==> src/rtl/dsi_pkg.sv <==
// Shared DSI definitions: data types, packetizer states, header ECC
// and the payload CRC-16 step used by the line packetizer.
package dsi_pkg;

    localparam logic [5:0]  DT_RGB565 = 6'h0E;
    localparam logic [5:0]  DT_RGB888 = 6'h3E;
    localparam logic [15:0] CRC_INIT  = 16'hFFFF;
    localparam logic [15:0] CRC_POLY  = 16'h8408;

    typedef enum logic [1:0] {
        ST_IDLE,
        ST_HEADER,
        ST_PAYLOAD,
        ST_CRC
    } pkt_state_e;

    function automatic logic [5:0] dsi_ecc(input logic [23:0] d);
        logic [5:0] e;
        e[0] = d[0] ^ d[1] ^ d[2] ^ d[4] ^ d[5] ^ d[7] ^ d[10]
             ^ d[11] ^ d[13] ^ d[16] ^ d[20] ^ d[21] ^ d[22] ^ d[23];
        e[1] = d[0] ^ d[1] ^ d[3] ^ d[4] ^ d[6] ^ d[8] ^ d[10]
             ^ d[12] ^ d[14] ^ d[17] ^ d[20] ^ d[21] ^ d[22] ^ d[23];
        e[2] = d[0] ^ d[2] ^ d[3] ^ d[5] ^ d[6] ^ d[9] ^ d[11]
             ^ d[12] ^ d[15] ^ d[18] ^ d[20] ^ d[21] ^ d[22];
        e[3] = d[1] ^ d[2] ^ d[3] ^ d[7] ^ d[8] ^ d[9] ^ d[13]
             ^ d[14] ^ d[15] ^ d[19] ^ d[20] ^ d[21] ^ d[23];
        e[4] = d[4] ^ d[5] ^ d[6] ^ d[7] ^ d[8] ^ d[9] ^ d[16]
             ^ d[17] ^ d[18] ^ d[19] ^ d[20] ^ d[22] ^ d[23];
        e[5] = d[10] ^ d[11] ^ d[12] ^ d[13] ^ d[14] ^ d[15] ^ d[16]
             ^ d[17] ^ d[18] ^ d[19] ^ d[21] ^ d[22] ^ d[23];
        return e;
    endfunction

    // Bit 0 of the word is the first bit on the wire.
    function automatic logic [15:0] dsi_crc16_step32(
        input logic [15:0] crc,
        input logic [31:0] data
    );
        logic [15:0] c;
        c = crc;
        for (int i = 0; i < 32; i++) begin
            if (c[0] ^ data[i]) c = (c >> 1) ^ CRC_POLY;
            else                c = c >> 1;
        end
        return c;
    endfunction

endpackage

==> src/rtl/pixel_line_packetizer.sv <==
// Wraps one video line from the pixel FIFO into a DSI long packet
// (header+ECC, payload words, CRC-16) on a 32-bit valid/ready stream.
module pixel_line_packetizer
    import dsi_pkg::*;
(
    input  logic        clk,
    input  logic        rst_n,
    input  logic        enable,
    input  logic        line_request,
    input  logic [15:0] line_bytes,
    input  logic [5:0]  data_type,
    input  logic [1:0]  virtual_channel,
    output logic        pix_fifo_read,
    input  logic [31:0] pix_fifo_data,
    input  logic        pix_fifo_empty,
    output logic [31:0] out_data,
    output logic [3:0]  out_keep,
    output logic        out_valid,
    output logic        out_last,
    input  logic        out_ready,
    output logic        busy,
    output logic        fifo_stall,
    output logic        aborted
);

    pkt_state_e  state_q, state_d;
    logic [13:0] rem_q, rem_d;
    logic [15:0] crc_q, crc_d;
    logic [31:0] hold_q, hold_d;
    logic        hold_vld_q, hold_vld_d;
    logic        inflight_q, inflight_d;
    logic [31:0] out_data_q, out_data_d;
    logic [3:0]  out_keep_q, out_keep_d;
    logic        out_valid_q, out_valid_d;
    logic        out_last_q, out_last_d;
    logic        aborted_q, aborted_d;

    logic        accept, avail, take, send_crc, rd;
    logic [31:0] word;
    logic [23:0] hdr;
    logic [13:0] occ;
    logic        unused_lb;

    assign unused_lb = ^line_bytes[1:0];
    assign accept    = out_valid_q && out_ready;
    assign avail     = hold_vld_q || inflight_q;
    assign word      = hold_vld_q ? hold_q : pix_fifo_data;
    assign hdr       = {line_bytes[15:2], 2'b00, virtual_channel, data_type};
    assign occ       = {13'd0, hold_vld_q} + {13'd0, inflight_q};

    always_comb begin
        state_d     = state_q;
        rem_d       = rem_q;
        crc_d       = crc_q;
        hold_d      = hold_q;
        hold_vld_d  = hold_vld_q;
        out_data_d  = out_data_q;
        out_keep_d  = out_keep_q;
        out_valid_d = out_valid_q;
        out_last_d  = out_last_q;
        aborted_d   = 1'b0;
        take        = 1'b0;
        send_crc    = 1'b0;
        rd          = 1'b0;
        if (state_q != ST_IDLE && !enable) begin
            state_d     = ST_IDLE;
            rem_d       = '0;
            hold_vld_d  = 1'b0;
            out_valid_d = 1'b0;
            out_last_d  = 1'b0;
            aborted_d   = 1'b1;
        end else begin
            unique case (state_q)
                ST_IDLE: begin
                    if (enable && line_request) begin
                        state_d     = ST_HEADER;
                        rem_d       = line_bytes[15:2];
                        crc_d       = CRC_INIT;
                        out_data_d  = {2'b00, dsi_ecc(hdr), hdr};
                        out_keep_d  = 4'hF;
                        out_valid_d = 1'b1;
                        out_last_d  = 1'b0;
                        // first read overlaps the header beat for full rate
                        rd = !pix_fifo_empty && (line_bytes[15:2] != '0);
                    end
                end
                ST_HEADER: begin
                    if (accept) begin
                        out_valid_d = 1'b0;
                        if (rem_q == '0) begin
                            send_crc = 1'b1;
                        end else begin
                            state_d = ST_PAYLOAD;
                            take    = avail;
                        end
                    end
                end
                ST_PAYLOAD: begin
                    if (accept) begin
                        out_valid_d = 1'b0;
                        crc_d = dsi_crc16_step32(crc_q, out_data_q);
                        if (rem_q == '0) send_crc = 1'b1;
                        else             take     = avail;
                    end else if (!out_valid_q) begin
                        take = avail && (rem_q != '0);
                    end
                end
                ST_CRC: begin
                    if (accept) begin
                        state_d     = ST_IDLE;
                        out_valid_d = 1'b0;
                        out_last_d  = 1'b0;
                    end
                end
                default: state_d = ST_IDLE;
            endcase
            if (send_crc) begin
                state_d     = ST_CRC;
                out_data_d  = {16'h0000, crc_d};
                out_keep_d  = 4'b0011;
                out_valid_d = 1'b1;
                out_last_d  = 1'b1;
            end
            if (take) begin
                out_data_d  = word;
                out_keep_d  = 4'hF;
                out_valid_d = 1'b1;
                out_last_d  = 1'b0;
                rem_d       = rem_q - 14'd1;
            end
            // a new read may only land where the hold register is free
            if (state_q != ST_IDLE) begin
                rd = !pix_fifo_empty && (rem_q > occ) && (!avail || take);
            end
            if (take && hold_vld_q) hold_vld_d = 1'b0;
            if (inflight_q && (hold_vld_q || !take)) begin
                hold_d     = pix_fifo_data;
                hold_vld_d = 1'b1;
            end
        end
        inflight_d = rd;
    end

    always_ff @(posedge clk or negedge rst_n) begin
        if (!rst_n) begin
            state_q     <= ST_IDLE;
            rem_q       <= '0;
            crc_q       <= CRC_INIT;
            hold_q      <= '0;
            hold_vld_q  <= 1'b0;
            inflight_q  <= 1'b0;
            out_data_q  <= '0;
            out_keep_q  <= '0;
            out_valid_q <= 1'b0;
            out_last_q  <= 1'b0;
            aborted_q   <= 1'b0;
        end else begin
            state_q     <= state_d;
            rem_q       <= rem_d;
            crc_q       <= crc_d;
            hold_q      <= hold_d;
            hold_vld_q  <= hold_vld_d;
            inflight_q  <= inflight_d;
            out_data_q  <= out_data_d;
            out_keep_q  <= out_keep_d;
            out_valid_q <= out_valid_d;
            out_last_q  <= out_last_d;
            aborted_q   <= aborted_d;
        end
    end

    assign pix_fifo_read = rd;
    assign out_data      = out_data_q;
    assign out_keep      = out_keep_q;
    assign out_valid     = out_valid_q;
    assign out_last      = out_last_q;
    assign aborted       = aborted_q;
    assign busy          = (state_q != ST_IDLE);
    assign fifo_stall    = (state_q == ST_PAYLOAD) && !out_valid_q;

endmodule

==> config.mk <==
export PLATFORM = sky130hd
export DESIGN_NAME = pixel_line_packetizer
export DESIGN_NICKNAME = d
export VERILOG_FILES = /design/src/rtl/dsi_pkg.sv /design/src/rtl/pixel_line_packetizer.sv
export SDC_FILE = /design/constraint.sdc
export NUM_CORES = 1
export LEC_CHECK = 0
export ABC_AREA = 1
export CAP_MARGIN = 20
export CORE_ASPECT_RATIO = 0.8
export CORE_MARGIN = 5
export CORE_UTILIZATION = 50
export CTS_CLUSTER_SIZE = 28
export DETAILED_ROUTE_END_ITERATION = 16
export PLACE_DENSITY = 0.76
export SKIP_LAST_GASP = 1
export SLEW_MARGIN = 40
export SYNTH_ARGS = -nofsm -noshare
export SYNTH_HDL_FRONTEND = slang
export SYNTH_SLANG_ARGS = --single-unit
==> constraint.sdc <==
create_clock -name clk -period 2.89 [get_ports clk]
set_clock_uncertainty 0.05 [all_clocks]
set_input_delay 0.4335 -clock clk [delete_from_list [all_inputs] [get_ports clk]]
set_output_delay 0.4335 -clock clk [all_outputs]
set_load 0.01 [all_outputs]
==> qor.yml, run 1 <==
global_route:
  grt_antenna_before_repair: 0
  grt_pass1_vias: 7325
  grt_max_degree: 63
  grt_pass1_wl_um: 40000
  grt_use_total_pct: 26.7
  grt_overflow_total: 0
timing:
  worst_pin_slew_ns: 0.592
  setup_viol: 0
  grt_setup_unrepaired: "yes"
  fin_crit_ns: 2.81
  setup_tns_ns: 0
  relSlewSlack_pct: 60.4
  slew_viol_final: 0
  finalCritPeriodShare_pct: 97.3
  hold_viol: 0
  max_freq_mhz: 356
  hold_ws_ns: 0.0180
finish:
  drive_above_1_share_pct: 21.9
  fin_nets: 1318
  diodes: 0
  area_delta_synth_final_pct: 29.0
  final_util_pct: 65.9
  final_cells: 1463
worst_setup_path:
  cpMostUsedCell: "nand2_2"
  r2r_slack_ns: 0.08
  critPathSlowestCell: "dfstp_2"
  crit_type: "reg -> reg"
  cp-startpoint: "crc_q[2]"
  start_kind: "flop"
  r2r_cells: 19
  path_max_fanout: 5
  cp_cell_sequence: "xor2_2, nand2_2, nand3b_2, nand3_2, nand2_4, nand2_2, nand2_4, nand2_2, nand2_4, inv_2, nand2_2, nand2_2, nand2_2, nand3_1, nand3_2, nand2_1, nand2_1, nand2_1, a21oi_2"
  cp.arrival_ns: 3.04
  cpPeakStageDelay_ns: 0.60
  required_ns: 3.12
  reg2reg_from: "crc_q[2]"
  worst_setup_path_end_kind: "flop"
  r2r-end: "out_data[9]"
drt:
  drt-met1-wl_um: 11400
  dr_wl_met2_um: 11700
  dr_wl_met3_um: 2350
  top_layer_used: "met4"
  drc: 0
  dr.pass1.iters: 5
  antenna_left: 0
  drtIter0Drc: 834
  avgRoutedWirePerCell_um: 17.7
  wirelength_um: 25800
  avgViaCountPerCell: 5.56
  num_vias: 8139
floorplanning:
  die_area_mm2: 0.0188
  die-width_um: 152
  io_pins: 104
  core_mm2: 0.0158
  start_util_pct: 51.1
  rows: 41
  fp.dieH_um: 124
hold_path:
  hp-class: "in -> async"
placement:
  port_buffers: 101
  place.gp.congestion: 0.972
  dpl.hpwl_um: 19700
  dp.cells: 1437
yosys:
  ys_ff_latch: 103
  yosys_warnings: 0
  synth_top_area_share_pct: 27.0
  synth.largest_area_cell: "dfrtp_1"
  syn_area_mm2: 0.00807
  synth_ff_type: "dfrtp_1"
  synthArstFlopShare_pct: 100
  synth_edf_count: 0
  synth.avg_cell_area_um2: 7.34
  ys_seq_area_share_pct: 32.2
  synth_cells: 1100
  ys_top_cells_by_area: "dfrtp_1 (27%), nand2_1 (13%), inv_1 (5.7%)"
  synth_cell_types: 53
  syn-num-nets: 1175
cts:
  cts_sinks: 103
  h-tree-depth: 3
  cts_root_buf: "clkbuf_16"
  clkLatencyLatePin_ns: 0.35
  clock_path_buffers: 2
  clk_pin_slew_ns: 0.08
  cts_buffers: 9
  cts_tree: "built"
  hold_buffers: 0
run_status:
  status: "finished, final reports clean"
job:
  drv_cap: 0
cell usage in the layout, fill, tap and decap left out, types with 9 or more instances in the layout:
master,netlist,layout
ha_1,13,12
dfrtp_1,87,87
nand2_1,284,269
a21oi_2,7,11
clkdlybuf4s50_1,0,99
nand3_1,75,66
inv_2,15,21
a21oi_1,36,32
xnor2_1,41,38
buf_4,4,59
xor2_1,48,42
nand3_2,8,12
o21ai_0,81,81
a211oi_1,13,13
mux2_2,13,13
nand2_2,43,45
clkbuf_16,0,9
o21ai_1,12,12
dfstp_2,16,16
nand2_4,20,32
inv_1,122,116
nor2_1,52,48
layer usage:
layer / vias up / global-route usage [%]
met5: - / 0
met4: 0 / 5.05
met3: 39 / 5.38
met2: 395 / 41.9
met1: 3853 / 38.8
li1: 3852 / -
stage by stage:
| stage | setup WS (ns) | instance area [um2] |
|---|---|---|
| final | 0.0772 | 10400 |
| after global routing | -0.128 | 10400 |
| after CTS | 0.00282 | 9950 |
| after detailed placement | -0.0757 | 9630 |
| after global placement | -0.0838 | 9630 |
| after floorplan | 0.219 | 8070 |
cell families (layout without fill, tap and decap cells):
group | count (synthesis) | count (layout) | share of synthesized area, %
buffers and inverters | 177 | 325 | 9.24
DFF | 103 | 103 | 32.2
AOI/OAI and AO/OA | 194 | 194 | 14.3
muxes | 13 | 13 | 1.81
and+or+nand+nor | 505 | 505 | 29.4
xor gates and xnor gates | 95 | 95 | 11.0
adders and majority gates | 13 | 13 | 2.02
worst max-delay path, delay by kind of cell, from the launching register on:
family	cells	cell delay, ns
AND/OR/NAND/NOR	16	1.67
flip-flops	1	0.60
XOR/XNOR	1	0.23
AO/OA/AOI/OAI	1	0.13
buffers and inverters	1	0.06
synth_stat cells, drive strengths merged (7+ instances only):
cell    instances
ha             13
dfrtp          87
nor3            8
xnor2          44
buf            15
mux2           13
nand2         347
dfstp          16
a21oi          43
xor2           51
nor2           53
o21ai          93
a31oi           7
a22oi           7
nand3          83
inv           137
clkbuf         21
a211oi         13
timing repair:
item	CTS	global route
buffers inserted	1	9
resized for setup	4	76
endpoints found under the setup margin	1	58
pin swaps	3	27
flip-flops by register name, indices dropped and copies added (netlist names):
name        count
hold_q         32
out_data       32
crc_q          16
rem_q          14
out_keep        2
state_q         2
aborted         1
hold_vld_q      1
inflight_q      1
out_last        1
out_valid       1
worst max path at each step:
stage,depth (start not counted),endpoint,slack [ns]
floorplan,10,hold_q[13],0.22
global route,22,out_data[3],-0.13
finish,19,out_data[9],0.08
global placement,10,pix_fifo_read,-0.08
CTS,11,pix_fifo_read,0.003
detailed placement,10,pix_fifo_read,-0.08
layout make-up:
| type | instances | area (um2) |
|---|---|---|
| Clock buffer | 9 | 225 |
| Inverter | 141 | 529 |
| Clock inverter | 7 | 82.6 |
| Multi-Input combinational cell | 820 | 5110 |
| Timing Repair Buffer | 168 | 1600 |
| Tap cell | 215 | 269 |
| Sequential cell | 103 | 2600 |
| Fill cell | 1373 | 5390 |
Power of run 1 is left out: the tool's default activity adds up to more than one toggle a clock period on the data nets, which glitch-free logic cannot reach.
==> run 2: changes to the inputs <==
--- a/config.mk
+++ b/config.mk
@@ -7,12 +7,15 @@
 export LEC_CHECK = 0
 export ABC_AREA = 1
 export CAP_MARGIN = 20
+export CELL_PAD_IN_SITES_DETAIL_PLACEMENT = 1
+export CELL_PAD_IN_SITES_GLOBAL_PLACEMENT = 2
 export CORE_ASPECT_RATIO = 0.8
 export CORE_MARGIN = 5
-export CORE_UTILIZATION = 50
+export CORE_UTILIZATION = 32
 export CTS_CLUSTER_SIZE = 28
 export DETAILED_ROUTE_END_ITERATION = 16
-export PLACE_DENSITY = 0.76
+export PLACE_DENSITY = 0.84
+export SKIP_CTS_REPAIR_TIMING = 1
 export SKIP_LAST_GASP = 1
 export SLEW_MARGIN = 40
 export SYNTH_ARGS = -nofsm -noshare
==> run 2 against run 1 <==
The run now ends with setup timing left. Sequential share of layout area is 0.92 points lower. Register-to-register slack better by 0.05 ns. Final area is 3.8% higher. Fmax is 2.7% lower. Highest routed layer unchanged.
==> qor.yml, run 2 (synthesis results as in run 1) <==
job:
  drv_cap: 0
timing:
  setup_viol: 1
  hold_viol: 0
  slew_viol_final: 0
  fin_crit_ns: 2.89
  finalCritPeriodShare_pct: 100
  grt_setup_unrepaired: "yes"
  max_freq_mhz: 346
  setup_slack_ns: -0.000850
  relSlewSlack_pct: 60.9
  worst_pin_slew_ns: 0.585
floorplanning:
  die_area_mm2: 0.0285
  io_pins: 104
  rows: 52
  fp.dieH_um: 152
  die-width_um: 188
  start_util_pct: 32.2
  core_mm2: 0.0250
finish:
  finish.instance_area_mm2: 0.0108
  final_util_pct: 43.2
  layout_common_cells: "nand2_1 (263), inv_1 (119), clkdlybuf4s50_1 (99), dfrtp_1 (87), o21ai_0 (80)"
  layout_commonest_cell: "nand2_1"
  diodes: 0
  drive_above_1_share_pct: 23.5
  area_delta_synth_final_pct: 34.0
  fin_nets: 1340
global_route:
  grt_antenna_before_repair: 0
  grt_overflow_total: 0
  grt_max_degree: 58
  grt_pass1_vias: 8281
  grt_use_total_pct: 20.7
  grt_pass1_wl_um: 47000
drt:
  avgViaCountPerCell: 5.00
  dr.pass1.iters: 5
  drtIter0Drc: 452
  avgRoutedWirePerCell_um: 18.9
  antenna_left: 0
  wirelength_um: 30100
  num_vias: 7973
  drc: 0
cts:
  clkLatencyLatePin_ns: 0.37
  cts_tree: "built"
  cts_buffers: 9
  cts_root_buf: "clkbuf_16"
  clk_pin_slew_ns: 0.08
  h-tree-depth: 3
  cts_sinks: 103
  clock_path_buffers: 2
run_status:
  status: "finished, violations left"
  violations: "setup timing"
worst_setup_path:
  cp_cell_sequence: "inv_1, ha_1, inv_1, nor4_2, nand2_2, inv_2, nor2_1, a311oi_2, buf_4, a21oi_1, nor2_1, dlymetal6s2s_1"
  start_kind: "flop"
  r2r_slack_ns: 0.13
  cp.arrival_ns: 2.41
  required_ns: 2.41
  path_max_fanout: 2
  reg2reg_from: "crc_q[3]"
  cpPeakStageDelay_ns: 0.36
  crit_type: "reg -> out"
  r2r-end: "out_data[11]"
  worst_setup_path_end_kind: "output pin"
  critPathSlowestCell: "dfrtp_1"
  r2r_cells: 20
placement:
  port_buffers: 101
  postPlaceCellArea_mm2: 0.00999
  place.gp.congestion: 0.874
  dpl.hpwl_um: 23900
hold_path:
  hp-class: "in -> async"
## run 2: how the worst max path moves through the flow
| stage | startpoint | to | slack (ns) | cells past startpoint |
|---|---|---|---|---|
| after floorplan | state_q[0] | hold_q[13] | 0.22 | 10 |
| after CTS | state_q[1] | pix_fifo_read | -0.49 | 12 |
| after global placement | out_ready | pix_fifo_read | -0.25 | 11 |
| after global routing | state_q[1] | pix_fifo_read | -0.15 | 12 |
| after detailed placement | out_ready | pix_fifo_read | -0.26 | 11 |
| final | state_q[1] | pix_fifo_read | -0.0008 | 12 |
## run 2: through the flow
| step | setup TNS, ns | hold WS [ns] | instances | setup WS [ns] |
|---|---|---|---|---|
| floorplan | 0 | 0.0879 | 1100 | 0.219 |
| global placement | -0.363 | 0.299 | 1569 | -0.249 |
| detailed placement | -0.515 | 0.301 | 1569 | -0.263 |
| CTS | -0.559 | -0.0997 | 1585 | -0.492 |
| global route | -0.476 | 0.466 | 1594 | -0.151 |
| finish | -0.000850 | 0.439 | 1594 | -0.000850 |
## run 2: worst max-delay path, delay by kind of cell (launching register included)
family,cells,cell delay [ns]
AOI/OAI and AO/OA,2,0.26
adders and majority gates,1,0.30
buffers and inverters,5,0.56
DFF,1,0.36
and+or+nand+nor,4,0.56
## run 2: routing by layer
layer | GRT usage, % | vias up | routed length, um | share of wire, %
li1 | - | 3879 | - | -
met1 | 30.6 | 3937 | 15100 | 50
met2 | 32.6 | 136 | 13600 | 45
met3 | 3.03 | 21 | 980 | 3.3
met4 | 3.98 | 0 | 390 | 1.3
met5 | 0 | - | 0 | 0
## run 2: area by class of cell
cell class                      instances  area (um2)
Multi-Input combinational cell        820        5170
Sequential cell                       103        2600
Clock inverter                          7        72.6
Inverter                              141         534
Timing Repair Buffer                  190        1800
Fill cell                            3043       14200
Clock buffer                            9         225
Tap cell                              324         405
Power of run 2 is left out for the same reason.
